**config.mk**
```make
export PLATFORM = sky130hd
export DESIGN_NAME = game_sequencer
export DESIGN_NICKNAME = d
export VERILOG_FILES = /design/src/rtl/game_sequencer.sv
export SDC_FILE = /design/constraint.sdc
export NUM_CORES = 1
export LEC_CHECK = 0
export BUFFER_PORTS_ARGS = -buffer_cell sky130_fd_sc_hd__buf_2
export CELL_PAD_IN_SITES_DETAIL_PLACEMENT = 1
export CELL_PAD_IN_SITES_GLOBAL_PLACEMENT = 2
export CORE_MARGIN = 2
export CORE_UTILIZATION = 33
export DETAILED_ROUTE_END_ITERATION = 10
export GPL_TIMING_DRIVEN = 0
export PLACE_DENSITY_LB_ADDON = 0.1
export RECOVER_POWER = 50
export SETUP_SLACK_MARGIN = 0.05
export SLEW_MARGIN = 15
export SYNTH_ARGS = -nofsm -noshare
export SYNTH_HDL_FRONTEND = slang
export SYNTH_SLANG_ARGS = --single-unit
```
**constraint.sdc**
```tcl
create_clock -name clk -period 3.8 [get_ports clk]
set_clock_uncertainty 0.05 [all_clocks]
set_input_delay 0.76 -clock clk [delete_from_list [all_inputs] [get_ports clk]]
set_output_delay 0.76 -clock clk [all_outputs]
set_load 0.005 [all_outputs]
```
**src/rtl/game_sequencer.sv**
```systemverilog
// Tilt-maze game controller: start countdown, play gating, hole respawn,
// lives bookkeeping and best completion time.
module game_sequencer #(
  parameter int TICK_DIV       = 100_000_000,
  parameter int COUNTDOWN_SECS = 3,
  parameter int LIVES          = 3,
  parameter int FALL_SECS      = 2,
  parameter int RESULT_SECS    = 5
) (
  input  logic        clk,
  input  logic        reset,
  input  logic        start_btn,
  input  logic [3:0]  move_in,
  input  logic        won_the_game,
  input  logic        hit_a_hole,
  input  logic [15:0] elapsed,
  output logic [3:0]  move_out,
  output logic        ball_reset,
  output logic        timer_run,
  output logic        timer_clear,
  output logic [1:0]  lives,
  output logic [3:0]  count_digit,
  output logic [2:0]  state_out,
  output logic [15:0] best_time,
  output logic        new_best
);

  localparam int TW = (TICK_DIV > 1) ? $clog2(TICK_DIV) : 1;

  typedef enum logic [2:0] {
    S_IDLE      = 3'd0,
    S_COUNTDOWN = 3'd1,
    S_PLAY      = 3'd2,
    S_FALL      = 3'd3,
    S_WON       = 3'd4,
    S_GAMEOVER  = 3'd5
  } state_t;

  state_t         state_reg, state_next;
  logic           start_q_reg;
  logic           start;
  logic [TW-1:0]  tick_cnt_reg;
  logic [7:0]     sec_cnt_reg;
  logic           tick;
  logic           state_change;

  logic [3:0]     move_out_reg;
  logic           ball_reset_reg;
  logic           timer_run_reg;
  logic           timer_clear_reg;
  logic [1:0]     lives_reg;
  logic [3:0]     count_digit_reg;
  logic [15:0]    best_time_reg;
  logic           new_best_reg;

  assign start        = start_btn & ~start_q_reg;
  assign tick         = (tick_cnt_reg == TW'(TICK_DIV - 1));
  assign state_change = (state_next != state_reg);

  always_comb begin
    state_next = state_reg;
    case (state_reg)
      S_IDLE: begin
        if (start) state_next = S_COUNTDOWN;
      end
      S_COUNTDOWN: begin
        if (tick && count_digit_reg <= 4'd1) state_next = S_PLAY;
      end
      S_PLAY: begin
        // A win on the same cycle as a hole counts as a win.
        if (won_the_game)
          state_next = S_WON;
        else if (hit_a_hole)
          state_next = (lives_reg > 2'd1) ? S_FALL : S_GAMEOVER;
      end
      S_FALL: begin
        if (tick && sec_cnt_reg == 8'(FALL_SECS - 1)) state_next = S_COUNTDOWN;
      end
      S_WON, S_GAMEOVER: begin
        if (tick && sec_cnt_reg == 8'(RESULT_SECS - 1)) state_next = S_IDLE;
      end
      default: state_next = S_IDLE;
    endcase
  end

  always_ff @(posedge clk) begin
    if (reset) begin
      state_reg       <= S_IDLE;
      // Track the button during reset so a held button is not seen as an edge.
      start_q_reg     <= start_btn;
      tick_cnt_reg    <= '0;
      sec_cnt_reg     <= '0;
      move_out_reg    <= '0;
      ball_reset_reg  <= 1'b1;
      timer_run_reg   <= 1'b0;
      timer_clear_reg <= 1'b0;
      lives_reg       <= '0;
      count_digit_reg <= '0;
      best_time_reg   <= 16'hFFFF;
      new_best_reg    <= 1'b0;
    end else begin
      state_reg   <= state_next;
      start_q_reg <= start_btn;

      if (state_change) begin
        tick_cnt_reg <= '0;
        sec_cnt_reg  <= '0;
      end else if (tick) begin
        tick_cnt_reg <= '0;
        sec_cnt_reg  <= sec_cnt_reg + 8'd1;
      end else begin
        tick_cnt_reg <= tick_cnt_reg + TW'(1);
      end

      move_out_reg    <= move_in & {4{state_reg == S_PLAY}};
      ball_reset_reg  <= (state_next == S_IDLE) || (state_next == S_COUNTDOWN) ||
                         (state_next == S_GAMEOVER);
      timer_run_reg   <= (state_next == S_PLAY);
      timer_clear_reg <= (state_reg == S_IDLE) && (state_next == S_COUNTDOWN);
      new_best_reg    <= 1'b0;

      if (state_reg == S_IDLE && state_next == S_COUNTDOWN)
        lives_reg <= 2'(LIVES);
      else if (state_reg == S_PLAY && state_next == S_FALL)
        lives_reg <= lives_reg - 2'd1;
      else if (state_reg == S_PLAY && state_next == S_GAMEOVER)
        lives_reg <= 2'd0;

      if (state_next == S_COUNTDOWN && state_reg != S_COUNTDOWN)
        count_digit_reg <= 4'(COUNTDOWN_SECS);
      else if (state_reg == S_COUNTDOWN && tick)
        count_digit_reg <= count_digit_reg - 4'd1;
      else if (state_reg != S_COUNTDOWN)
        count_digit_reg <= 4'd0;

      if (state_reg == S_PLAY && state_next == S_WON && elapsed < best_time_reg) begin
        best_time_reg <= elapsed;
        new_best_reg  <= 1'b1;
      end
    end
  end

  assign move_out    = move_out_reg;
  assign ball_reset  = ball_reset_reg;
  assign timer_run   = timer_run_reg;
  assign timer_clear = timer_clear_reg;
  assign lives       = lives_reg;
  assign count_digit = count_digit_reg;
  assign state_out   = state_reg;
  assign best_time   = best_time_reg;
  assign new_best    = new_best_reg;

endmodule

```
Word level (Yosys, flattened, before mapping)
Cells that the tools add are included. W data, S select, Z words.

Register bits after elaboration: 69. Logic and storage cells: 74. Input port bits: 25.

Reduce and logical (&&, ||, !) cells: 21. Mux-type cells: 15. Bitwise operators: 3. $lt $le $gt $ge: 3. $add $sub $neg: 4. Equal/unequal tests: 15.

Operators by type and width (number): $add A27 B1 Y27 const B (1); $eq A27 B27 Y1 const B (1); $mux W3 (7); $lt A16 B16 Y1 (1); $pmux W3 S5 (1); $eq A3 B2 Y1 const B (4); $eq A3 B3 Y1 const B (4); $logic_and A1 B1 Y1 (10); $add A8 B1 Y8 const B (1); $eq A8 B1 Y1 const B (1); $eq A8 B3 Y1 const B (1); $mux W2 (4); $mux W4 (2); $eq A3 B1 Y1 const B (2); $logic_not A3 Y1 (2); $reduce_bool A3 Y1 (2); $reduce_or A2 Y1 (3); $and A4 B4 Y4 (1); $le A4 B1 Y1 const B (1); $sub A4 B1 Y4 const B (1); $ne A3 B1 Y1 const B (1); $ne A3 B3 Y1 (1); $reduce_or A3 Y1 (1); $gt A2 B1 Y1 const B (1); 6 further kinds (7).

Logic depth before layout (Yosys ltp)
Gate-level depths: netlist (run 1).

Depth after elaboration: 10. Gate-level depth with buffers: 11. Mapped depth without buffers: 9.

Least setup slack after synthesis (run 1)
OpenSTA, ideal clock, no wires.

Path kind: reg2reg. From: register tick_cnt_reg[19]. To: register best_time_reg[10], in the netlist best_time[10]. Cell stages (with the launch flop): 11. Data arrival time: 2708 ps. Slack: 922 ps. Required time: 3630 ps. Path through: dfxtp_1 -> or4b_1 -> or4_4 -> or4_4 -> buf_6 -> o21ai_4 -> o21a_4 -> nand4_2 -> buf_6 -> buf_12 -> mux2i_1.

Longest elaborated chain between the ends: 7.

Ends and longest elaborated chain: from (decl) (RTL line 42) `logic [TW-1:0] tick_cnt_reg;`; from (signal assigned) (RTL line 112) `tick_cnt_reg <= tick_cnt_reg + TW'(1);`; $eq A27 B27 Y1 * (RTL line 57) `assign tick = (tick_cnt_reg == TW'(TICK_DIV - 1));`; $logic_and A1 B1 Y1 (on tied branches) (RTL line 80, 67, 77); $mux W3 (on tied branches) (RTL line 80, 67, 77); $pmux W3 S5 * (RTL line 62) `case (state_reg)`; $eq A3 B3 Y1 * (RTL line 136) `if (state_reg == S_PLAY && state_next == S_WON && elapsed < best_time_reg) begin`; $logic_and A1 B1 Y1 * (2 in a row) (RTL line 136); to (signal assigned) (RTL line 137) `best_time_reg <= elapsed;`; to (decl) (RTL line 53) `logic [15:0] best_time_reg;`.

Every way passes the cells marked *; elsewhere a longest branch is shown, timed or not. A chain may end at the register's enable or synchronous reset.

Worst setup path in the final report (run 1)
From: register tick_cnt_reg[19]. To: register best_time_reg[11], in the netlist best_time[11].

The elaborated chain is that of the path after synthesis.

==> results of run 1 <==
==> worst max-delay path, delay by kind of cell (launching register included) <==
family | cells | cell delay, ns
flip-flops | 1 | 0.34
buffers and inverters | 3 | 0.57
AO/OA/AOI/OAI | 2 | 0.50
AND/OR/NAND/NOR | 4 | 1.68
multiplexers | 1 | 0.12
==> layout make-up <==
| cell class | count | share of cell area (%) |
|---|---|---|
| multi-input cells | 302 | 46.6 |
| clock inverters | 5 | 1.23 |
| well taps | 136 | 4.17 |
| flip-flops and latches | 69 | 33.8 |
| inverters | 24 | 2.21 |
| plain buffers | 14 | 1.96 |
| repair buffers | 57 | 6.53 |
| clock buffers | 11 | 3.46 |
==> routing by layer <==
layer / wire, µm / track usage (%)
met3: 388 / 6.57
met4: 86 / 4.45
met2: 4060 / 27.7
met1: 4030 / 21.2
met5: 0 / 0
==> synthesized netlist by cell type (2+ instances only) <==
library cell and instances:
nor2_1 93, dfxtp_1 69, nand2_1 27, inv_1 24, ha_1 22, xor2_1 17, mux2i_1 16, xnor2_1 15
nand3_1 12, nand4_1 12, a21oi_1 11, nor3_1 11, clkbuf_1 7, a21o_1 6, o21ai_0 6, and2_1 5
and3_1 5, nand2b_1 5, nor2b_1 5, a211oi_1 3, buf_2 3, a31oi_1 2, and4_1 2, buf_6 2
nand4bb_1 2, nor4_1 2, nor4b_1 2, o211ai_1 2, or3_1 2, or4_4 2
==> where the power goes <==
group / internal [W] / switching, W
Sequential: 0.000733 / 0.0000111
Combinational: 0.0000442 / 0.0000695
Clock: 0.000317 / 0.000288
==> worst paths after layout <==
check | start | to | depth (start not counted) | slack, ns
max | tick_cnt_reg[19] | best_time[11] | 10 | 0.41
min | tick_cnt_reg[0] | tick_cnt_reg[0] | 1 | 0.41
max reg2reg | tick_cnt_reg[19] | best_time[11] | 10 | 0.41
min reg2reg | tick_cnt_reg[0] | tick_cnt_reg[0] | 1 | 0.41
==> kinds of logic (layout without fill, tap and decap cells) <==
group	count (synthesis)	count (layout)	share of synthesized area [%]
buf+inv	38	111	5.11
fa+ha+maj	22	22	7.92
compound gates	38	38	7.60
flops	69	69	39.7
xor+xnor	32	32	8.06
mux	16	16	4.61
simple gates	194	194	27.0
==> cells in the final DEF (no fill, tap or decap), types with 3 or more instances in the layout <==
| cell | n |
|---|---|
| dfxtp_1 | 69 |
| nand4_1 | 12 |
| a211oi_1 | 3 |
| nor2_1 | 93 |
| nand3_1 | 12 |
| a21o_1 | 6 |
| ha_1 | 22 |
| nor2b_1 | 5 |
| buf_2 | 45 |
| clkbuf_8 | 10 |
| nand2b_1 | 5 |
| nand2_1 | 27 |
| xor2_1 | 17 |
| or4_1 | 3 |
| xnor2_1 | 15 |
| clkinv_2 | 4 |
| mux2i_1 | 16 |
| inv_1 | 24 |
| o21ai_0 | 6 |
| and2_0 | 3 |
| clkbuf_1 | 24 |
| a21oi_1 | 11 |
| and3_1 | 5 |
| nor3_1 | 11 |
==> per-stage QoR <==
| stage | hold WS, ns | util, % |
|---|---|---|
| final | 0.411 | 39.7 |
| after global routing | 0.422 | 39.7 |
| after floorplan | 0.380 | - |
| after global placement | 0.392 | 38.3 |
| after detailed placement | 0.397 | 38.3 |
| after CTS | 0.415 | 40.1 |
==> reports/summary.md, run 1 <==
Placed design
* estimated wirelength of the detail-placed design: 6.44 mm
* Post-Place Setup Slack: 0.638 ns
* number of placed instances, taps included: 602
* Buffers on Ports: 57
* RePlAce Congestion: 0.746
* Post-DP Area: 0.00393 mm²

Synthesis
* Synth async-reset ratio: 0%
* Mapped Nets: 456
* Primary FF master, synth: dfxtp_1
* register bit total from synthesis: 69
* post-synthesis instance total: 409
* proportion of netlist area held by the largest area contributor: 39.7%
* count of flip-flops with a built-in enable after synthesis: 0
* Cell variety after synth: 47
* Yosys top cell by area: dfxtp_1
* leading cell types by total area after synthesis: dfxtp_1 (40%), nor2_1 (10%), ha_1 (7.9%), mux2i_1 (4.6%), xor2_1 (4.3%)
* combined area of all synthesized cells: 0.00348 mm²
* sequential fraction of the synthesis area: 39.7%
* Yosys warning count: 0
* average size of a mapped cell: 8.50 µm²

Global route
* antenna violations before repair: 0
* global-route usage over all layers: 17.1%
* wire length of the first global-routing pass: 15.1 mm
* maximum number of pins on one net before global-route repair: 12
* final global-route overflow total: 0
* number of global-route vias before repair: 3124

Final layout
* sequential cell area: 0.00138 mm²
* flip-flop count of the largest register after layout: 27
* area added between synthesis and finish: 17.4%
* layout cells sized above 1: 13.5%
* post-route cell area: 0.00408 mm²
* area used by multi-input combinational logic: 0.00190 mm²
* Layout fillers: 1293
* fin nets: 524
* number of diodes: 0
* final cell count without fillers: 618

Worst setup path
* Critical-path top delay cell: or4_1
* critical path class: reg2reg
* top fanout value on the critical path: 10
* nature of the critical path startpoint: flip-flop
* Crit path largest cell delay: 0.53 ns
* cell mode on critical path: or4_1
* arrival time reported for the critical path endpoint: 3.59 ns
* Worst setup EP type: flip-flop
* CP Data Required Time: 4.00 ns
* CP Cell Sequence: or4b_1, or4_1, or4_1, clkbuf_1, o21ai_4, o21a_1, nand4_2, buf_6, buf_12, mux2i_1

Drt
* starting DRC count in detailed routing: 98
* number of design rule violations left after detail routing: 0
* total number of vias: 2965
* mean number of vias per cell: 4.80
* wire length per cell: 13.9 µm
* final wirelength: 8.57 mm
* remaining antenna violation count after routing: 0
* DR pass1 iterations: 4

Clocking
* H-tree lvl count: 3
* clock tree from TritonCTS: yes
* number of buffers added for setup after CTS: 0
* insertion delay of the later-clocked pin in the worst-skew pair: 0.36 ns
* number of buffers created by CTS: 9
* total number of clock tree sinks: 69
* total of cells resized after clock tree synthesis: 0
* maximum buffer depth of the clock tree: 2
* Clk pin slew, worst setup/hold paths: 0.07 ns
* hold_buf cts: 0
* master cell of the clock root buffer: clkbuf_8

Die
* # rows: 37
* core area: 0.0103 mm²
* number of primary I/O pins: 58
* full die area: 0.0114 mm²
* die height: 107 µm
* initial standard-cell utilization of the core: 33.8%
* Die X: 107 µm

STA
* final count of negative-setup-slack endpoints: 0
* number of max-slew violations in the final report: 0
* setup repair after global routing missed its margin: no
* least setup slack across all paths after layout: 0.410 ns
* transition time of the tightest slew-check pin: 0.796 ns
* normalized max-slew margin: 45.6%
* post-route minimum period: 3.39 ns
* Fin Setup TNS: 0 ns
* maximum clock frequency: 295 MHz
* final period utilization: 89.2%
* final count of hold timing violations: 0

Min path
* class of the worst hold path: reg2reg

Pwr
* Peak supply drop: 0.252 mV
* post-layout total power: 0.00146 W
* ratio of total power to cell area: 359 mW/mm²
* leakage power figure: 1.84 nW

Outcome
* outcome: completed

Job
* count of maximum capacitance violations: 0

(Power assumes the default switching activity.)
==> inputs of run 2 (changes only) <==
Settings changed: CTS_BUF_LIST from default to sky130_fd_sc_hd__clkbuf_16.
==> run 2 against run 1 <==
  * Sequential share of layout area down 0.74 points
  * Non-clock buffer count unchanged
  * Utilization up 0.89 points
  * Worst hold slack worse by 0.0040 ns
  * Critical path depth unchanged
==> reports/summary.md, run 2 (synthesized netlist as in run 1, its figures left out) <==
Outcome
* outcome: completed, unchanged

STA
* post-route minimum period: 3.38 ns, was 3.39 ns
* maximum clock frequency: 296 MHz, was 295 MHz
* number of max-slew violations in the final report: 0, unchanged
* final count of negative-setup-slack endpoints: 0, unchanged
* final period utilization: 88.9%, was 89.2%
* setup repair after global routing missed its margin: no, unchanged
* Fin Setup TNS: 0 ns, unchanged
* transition time of the tightest slew-check pin: 0.796 ns, about the same
* normalized max-slew margin: 45.6%, about the same
* final count of hold timing violations: 0, unchanged

Clocking
* Clk pin slew, worst setup/hold paths: 0.06 ns, was 0.07 ns
* H-tree lvl count: 3, unchanged
* hold_buf cts: 0, unchanged
* clock tree from TritonCTS: yes, unchanged
* total number of clock tree sinks: 69, unchanged
* number of buffers created by CTS: 9, unchanged
* maximum buffer depth of the clock tree: 2, unchanged
* master cell of the clock root buffer: clkbuf_16, was clkbuf_8
* number of buffers added for setup after CTS: 0, unchanged
* total of cells resized after clock tree synthesis: 0, unchanged
* insertion delay of the later-clocked pin in the worst-skew pair: 0.34 ns, was 0.36 ns

Worst setup path
* arrival time reported for the critical path endpoint: 3.55 ns, was 3.59 ns
* nature of the critical path startpoint: flip-flop, unchanged
* Crit path largest cell delay: 0.53 ns, about the same
* cell mode on critical path: or4_1, unchanged
* total buffers and inverters traversed by the critical path: 3, unchanged
* kind of cell adding the most delay to the critical path: simple AND/OR/NAND/NOR gates, unchanged
* CP Data Required Time: 3.97 ns, was 4.00 ns
* critical path class: reg2reg, unchanged
* CP Cell Sequence: or4b_1, or4_1, or4_1, clkbuf_1, o21ai_4, o21a_1, nand4_2, buf_6, buf_12, mux2i_1, unchanged
* Worst setup EP type: flip-flop, unchanged
* top fanout value on the critical path: 10, unchanged
* Worst Reg2Reg Path Length in Cells: 10, unchanged
* launching point of the worst reg2reg path: tick_cnt_reg[10], was tick_cnt_reg[19]
* Critical-path top delay cell: or4_1, unchanged
* worst-case register-to-register setup slack: 0.42 ns, was 0.41 ns
* worst reg2reg endpoint: best_time[11], unchanged

Min path
* class of the worst hold path: reg2reg, unchanged
* hold path endpoint: tick_cnt_reg[0], unchanged
* hold path depth: 1, unchanged
* startpoint of the worst hold path: tick_cnt_reg[0], unchanged

Placed design
* estimated wirelength of the detail-placed design: 6.44 mm, unchanged
* Buffers on Ports: 57, unchanged
* RePlAce Congestion: 0.746, unchanged
* number of placed instances, taps included: 602, unchanged
* Post-DP Area: 0.00393 mm², unchanged

Drt
* starting DRC count in detailed routing: 65, was 98
* wire length per cell: 14.0 µm, was 13.9 µm
* number of design rule violations left after detail routing: 0, unchanged
* mean number of vias per cell: 4.82, was 4.80
* remaining antenna violation count after routing: 0, unchanged
* DR pass1 iterations: 4, unchanged
* final wirelength: 8.63 mm, was 8.57 mm
* total number of vias: 2977, was 2965

Global route
* final global-route overflow total: 0, unchanged
* global-route usage over all layers: 17.2%, was 17.1%
* number of global-route vias before repair: 3137, was 3124
* maximum number of pins on one net before global-route repair: 12, unchanged
* antenna violations before repair: 0, unchanged
* wire length of the first global-routing pass: 15.2 mm, was 15.1 mm

Final layout
* final cell count without fillers: 618, unchanged
* number of diodes: 0, unchanged
* Layout fillers: 1292, was 1293
* post-route cell area: 0.00417 mm², was 0.00408 mm²
* flip-flop count of the largest register after layout: 27, unchanged
* leading cell type in the layout, fill and taps excluded: nor2_1, unchanged
* layout cells sized above 1: 13.3%, was 13.5%
* commonest cells after routing, fill and taps aside: nor2_1 (93), dfxtp_1 (69), buf_2 (45), unchanged
* fin nets: 524, unchanged
* area added between synthesis and finish: 20.1%, was 17.4%

Die
* Die X: 107 µm, unchanged
* die height: 107 µm, unchanged
* initial standard-cell utilization of the core: 33.8%, unchanged
* full die area: 0.0114 mm², unchanged
* number of primary I/O pins: 58, unchanged
* # rows: 37, unchanged
* core area: 0.0103 mm², unchanged

Pwr
* Peak supply drop: 0.333 mV, was 0.252 mV
* ratio of total power to cell area: 401 mW/mm², was 359 mW/mm²
* post-layout total power: 0.00167 W, was 0.00146 W
* leakage power figure: 1.88 nW, was 1.84 nW

Job
* count of maximum capacitance violations: 0, unchanged

run 2: cell count changes in the layout (fill, tap and decap cells not counted):
cell | before | now
clkbuf_1 | 24 | 23
clkbuf_16 | 0 | 9
clkbuf_8 | 10 | 0
clkinv_1 | 0 | 1
inv_1 | 24 | 25
run 2: through the flow:
| step | util (%) | worst slack, ns | hold WS, ns |
|---|---|---|---|
| 2_1_floorplan | - | 0.922 | 0.380 |
| 3_3_place_gp | 38.3 | 0.612 | 0.392 |
| 3_5_place_dp | 38.3 | 0.638 | 0.397 |
| 4_1_cts | 41.0 | 0.617 | 0.410 |
| 5_1_grt | 40.6 | 0.181 | 0.459 |
| 6_report | 40.6 | 0.421 | 0.407 |
run 2: area by class of cell:
type / count / area (µm²) / area share [%]
clock buffer: 9 / 225 / 5.40
buffer: 14 / 80.1 / 1.92
clock inverter: 7 / 57.6 / 1.38
timing repair buffer: 57 / 267 / 6.39
tap: 136 / 170 / 4.08
sequential: 69 / 1380 / 33.1
inverter: 24 / 90.1 / 2.16
multi-input combinational: 302 / 1900 / 45.6
run 2: worst reg2reg max path, cell delays in order (launching register included):
cell and delay [ns]:
dfxtp_1 0.37, or4b_1 0.48, or4_1 0.50, or4_1 0.53, clkbuf_1 0.25, o21ai_4 0.22
o21a_1 0.29, nand4_2 0.13, buf_6 0.17, buf_12 0.16, mux2i_1 0.12
run 2: per-layer routing:
layer  vias to the layer above  wire length [µm]  GRT usage, %
met2                        41              4080          27.7
met1                      1421              4060          21.5
li1                       1508                 -             -
met3                         7               390          6.32
met4                         0                97          4.92
met5                         -                 0             0
run 2: worst max path at each step:
stage                                 from       endpoint  slack (ns)  depth (start not counted)
after floorplan           tick_cnt_reg[19]  best_time[10]        0.92                         10
after global placement    tick_cnt_reg[10]   best_time[9]        0.61                          9
after detailed placement  tick_cnt_reg[10]  best_time[11]        0.64                          9
after CTS                 tick_cnt_reg[10]  best_time[11]        0.62                          9
after global routing      tick_cnt_reg[10]  best_time[11]        0.18                         10
final                     tick_cnt_reg[10]  best_time[11]        0.42                         10
run 2: power breakdown:
group          internal (W)  switching (W)
combinational     0.0000442      0.0000695
sequential         0.000735      0.0000112
clock              0.000498       0.000316
==> inputs of run 3 (changes only) <==
--- a/config.mk
+++ b/config.mk
@@ -6,9 +6,10 @@
 export NUM_CORES = 1
 export LEC_CHECK = 0
+export ABC_AREA = 1
 export BUFFER_PORTS_ARGS = -buffer_cell sky130_fd_sc_hd__buf_2
 export CELL_PAD_IN_SITES_DETAIL_PLACEMENT = 1
 export CELL_PAD_IN_SITES_GLOBAL_PLACEMENT = 2
 export CORE_MARGIN = 2
-export CORE_UTILIZATION = 33
+export CORE_UTILIZATION = 32
 export CTS_BUF_LIST = sky130_fd_sc_hd__clkbuf_16
 export DETAILED_ROUTE_END_ITERATION = 10
==> constraint.sdc (replaced) <==
create_clock -name clk -period 3.8 [get_ports clk]
set_clock_uncertainty 0.05 [all_clocks]
set_input_delay 0.38 -clock clk [delete_from_list [all_inputs] [get_ports clk]]
set_output_delay 0.38 -clock clk [all_outputs]
set_load 0.005 [all_outputs]
==> run 3 against run 2 <==
  * Cell count is 22% higher
  * Die area is 14% higher
  * Synthesized cell count is 31% higher
  * Flip-flop and latch count stayed put
  * Maximum frequency is 18% higher
  * Wire length is 22% higher
  * Global-route usage is 0.36 points higher
  * Critical endpoint is now best_time[13]
  * Utilization is 2.6 points lower
==> reports/summary.md, run 3 <==
Outcome
* outcome: completed, unchanged

Drt
* starting DRC count in detailed routing: 125, was 65
* DR pass1 iterations: 4, unchanged
* number of design rule violations left after detail routing: 0, unchanged
* total number of vias: 3598, was 2977
* final wirelength: 10.5 mm, was 8.63 mm
* remaining antenna violation count after routing: 0, unchanged
* wire length per cell: 13.9 µm, was 14.0 µm
* mean number of vias per cell: 4.77, was 4.82

Synthesis
* count of flip-flops with a built-in enable after synthesis: 0, unchanged
* Mapped Nets: 582, was 456
* Commonest cells post-synth: nand2_1 (104), inv_1 (86), dfxtp_1 (69), nor2_1 (68), nand3_1 (36), was nor2_1 (93), dfxtp_1 (69), nand2_1 (27), inv_1 (24), ha_1 (22)
* post-synthesis instance total: 535, was 409
* sequential fraction of the synthesis area: 35.7%, was 39.7%
* Primary FF master, synth: dfxtp_1, unchanged
* leading cell types by total area after synthesis: dfxtp_1 (36%), nand2_1 (10%), inv_1 (8.3%), ha_1 (7.1%), nor2_1 (6.6%), was dfxtp_1 (40%), nor2_1 (10%), ha_1 (7.9%), mux2i_1 (4.6%), xor2_1 (4.3%)
* Yosys warning count: 0, unchanged
* Cell variety after synth: 34, was 47
* Synth async-reset ratio: 0%, unchanged
* cell with the most instances after synthesis: nand2_1, was nor2_1
* average size of a mapped cell: 7.23 µm², was 8.50 µm²
* Yosys top cell by area: dfxtp_1, unchanged
* combined area of all synthesized cells: 0.00387 mm², was 0.00348 mm²
* proportion of netlist area held by the largest area contributor: 35.7%, was 39.7%
* register bit total from synthesis: 69, unchanged

Placed design
* estimated wirelength of the detail-placed design: 8.16 mm, was 6.44 mm
* Buffers on Ports: 57, unchanged
* Post-Place Setup Slack: 1.29 ns, was 0.638 ns
* RePlAce Congestion: 0.777, was 0.746
* Post-DP Area: 0.00434 mm², was 0.00393 mm²

Pwr
* ratio of total power to cell area: 363 mW/mm², was 401 mW/mm²
* leakage power figure: 2.02 nW, was 1.88 nW
* Peak supply drop: 0.172 mV, was 0.333 mV

Worst setup path
* Crit path largest cell delay: 0.39 ns, was 0.53 ns
* CP Data Required Time: 3.96 ns, was 3.97 ns
* critical path class: reg2reg, unchanged
* cell mode on critical path: nand2_1, was or4_1
* total buffers and inverters traversed by the critical path: 1, was 3
* kind of cell adding the most delay to the critical path: simple AND/OR/NAND/NOR gates, unchanged
* nature of the critical path startpoint: flip-flop, unchanged
* CP Cell Sequence: ha_1, nand2_1, nor2_4, nand2_1, nor2_1, nand2_4, a21oi_1, nand2_4, nor2_8, nand3_4, buf_6, nand2_1, nand3_1, was or4b_1, or4_1, or4_1, clkbuf_1, o21ai_4, o21a_1, nand4_2, buf_6, buf_12, mux2i_1
* Critical-path top delay cell: dfxtp_1, was or4_1
* arrival time reported for the critical path endpoint: 3.02 ns, was 3.55 ns
* top fanout value on the critical path: 10, unchanged
* Worst setup EP type: flip-flop, unchanged

STA
* setup repair after global routing missed its margin: no, unchanged
* normalized max-slew margin: 48.8%, was 45.6%
* Fin Setup TNS: 0 ns, unchanged
* final count of hold timing violations: 0, unchanged
* post-route minimum period: 2.86 ns, was 3.38 ns
* final period utilization: 75.3%, was 88.9%
* transition time of the tightest slew-check pin: 0.765 ns, was 0.796 ns
* least setup slack across all paths after layout: 0.939 ns, was 0.421 ns
* final count of negative-setup-slack endpoints: 0, unchanged
* number of max-slew violations in the final report: 0, unchanged
* maximum clock frequency: 349 MHz, was 296 MHz

Clocking
* number of buffers created by CTS: 9, unchanged
* total of cells resized after clock tree synthesis: 0, unchanged
* master cell of the clock root buffer: clkbuf_16, unchanged
* number of buffers added for setup after CTS: 0, unchanged
* maximum buffer depth of the clock tree: 2, unchanged
* total number of clock tree sinks: 69, unchanged
* clock tree from TritonCTS: yes, unchanged
* insertion delay of the later-clocked pin in the worst-skew pair: 0.34 ns, about the same
* hold_buf cts: 0, unchanged
* H-tree lvl count: 3, unchanged
* Clk pin slew, worst setup/hold paths: 0.06 ns, about the same

Die
* number of primary I/O pins: 58, unchanged
* Die X: 114 µm, was 107 µm
* die height: 114 µm, was 107 µm
* full die area: 0.0130 mm², was 0.0114 mm²
* # rows: 40, was 37
* initial standard-cell utilization of the core: 32.5%, was 33.8%
* core area: 0.0119 mm², was 0.0103 mm²

Final layout
* fin nets: 650, was 524
* post-route cell area: 0.00453 mm², was 0.00417 mm²
* commonest cells after routing, fill and taps aside: nand2_1 (107), inv_1 (86), nor2_1 (71), was nor2_1 (93), dfxtp_1 (69), buf_2 (45)
* layout cells sized above 1: 11.3%, was 13.3%
* flip-flop count of the largest register after layout: 27, unchanged
* Layout fillers: 1556, was 1292
* leading cell type in the layout, fill and taps excluded: nand2_1, was nor2_1
* area added between synthesis and finish: 17.1%, was 20.1%
* number of diodes: 0, unchanged

Global route
* wire length of the first global-routing pass: 17.8 mm, was 15.2 mm
* met3 routing resource usage after global routing: 5.53%, was 6.32%
* met1 track demand over resource in global routing: 21.2%, was 21.5%
* met2 track demand over resource: 29.5%, was 27.7%
* antenna violations before repair: 1, was 0
* global routing's busiest layer: met2, unchanged
* global-route usage over all layers: 17.5%, was 17.2%
* maximum number of pins on one net before global-route repair: 12, unchanged
* number of global-route vias before repair: 3748, was 3137
* final global-route overflow total: 0, unchanged

Min path
* class of the worst hold path: in2reg, was reg2reg

Job
* count of maximum capacitance violations: 0, unchanged

-- run 3: area by class of cell --
cell class                      instances  area, µm²  share of cell area, %
Timing Repair Buffer                   57        262                   5.78
Sequential cell                        69       1380                   30.5
Buffer                                 10       63.8                   1.41
Clock inverter                          7       32.5                  0.718
Multi-Input combinational cell        369       2050                   45.3
Clock buffer                            9        225                   4.97
Tap cell                              147        184                   4.06
Inverter                               87        327                   7.21
-- run 3: worst paths after layout --
path,from,endpoint,slack (ns),depth (start not counted)
worst min register to register,best_time[4],best_time[4],0.43,2
worst min-delay path,start_btn,start_q_reg,0.11,1
worst max register to register,tick_cnt_reg[0],best_time[13],0.94,13
worst max-delay path,tick_cnt_reg[0],best_time[13],0.94,13
-- run 3: where the power goes --
part           internal, W  total (W)  leakage, nW  switching [W]
registers         0.000736   0.000746        0.558      0.0000106
clock network     0.000430   0.000753        0.125       0.000323
logic            0.0000520   0.000147         1.34      0.0000947
-- run 3: kinds of logic (layout without fill, tap and decap cells) --
kind of cell / Yosys count / count (layout) / share of synthesized area, %
AO/OA/AOI/OAI: 37 / 37 / 5.76
XOR/XNOR: 31 / 31 / 7.02
adder cells (fa/ha/maj): 22 / 22 / 7.12
buffers and inverters: 97 / 170 / 10.1
flip-flops: 69 / 69 / 35.7
AND/OR/NAND/NOR: 279 / 279 / 34.3
-- run 3: layer usage --
metal | share of wire (%) | up-vias
met3 | 5.2 | 12
met2 | 48 | 49
met4 | 1.5 | 0
met5 | 0 | -
li1 | - | 1849
met1 | 46 | 1688
-- run 3: stage by stage --
| stage | util (%) | instances | power [W] | hold slack [ns] |
|---|---|---|---|---|
| 2_1_floorplan | - | 535 | 0.000862 | 0.358 |
| 3_3_place_gp | 36.4 | 739 | 0.000914 | 0.403 |
| 3_5_place_dp | 36.4 | 739 | 0.000918 | 0.413 |
| 4_1_cts | 38.6 | 755 | 0.00168 | 0.0913 |
| 5_1_grt | 38.0 | 755 | 0.00173 | 0.0944 |
| 6_report | 38.0 | 755 | 0.00165 | 0.105 |
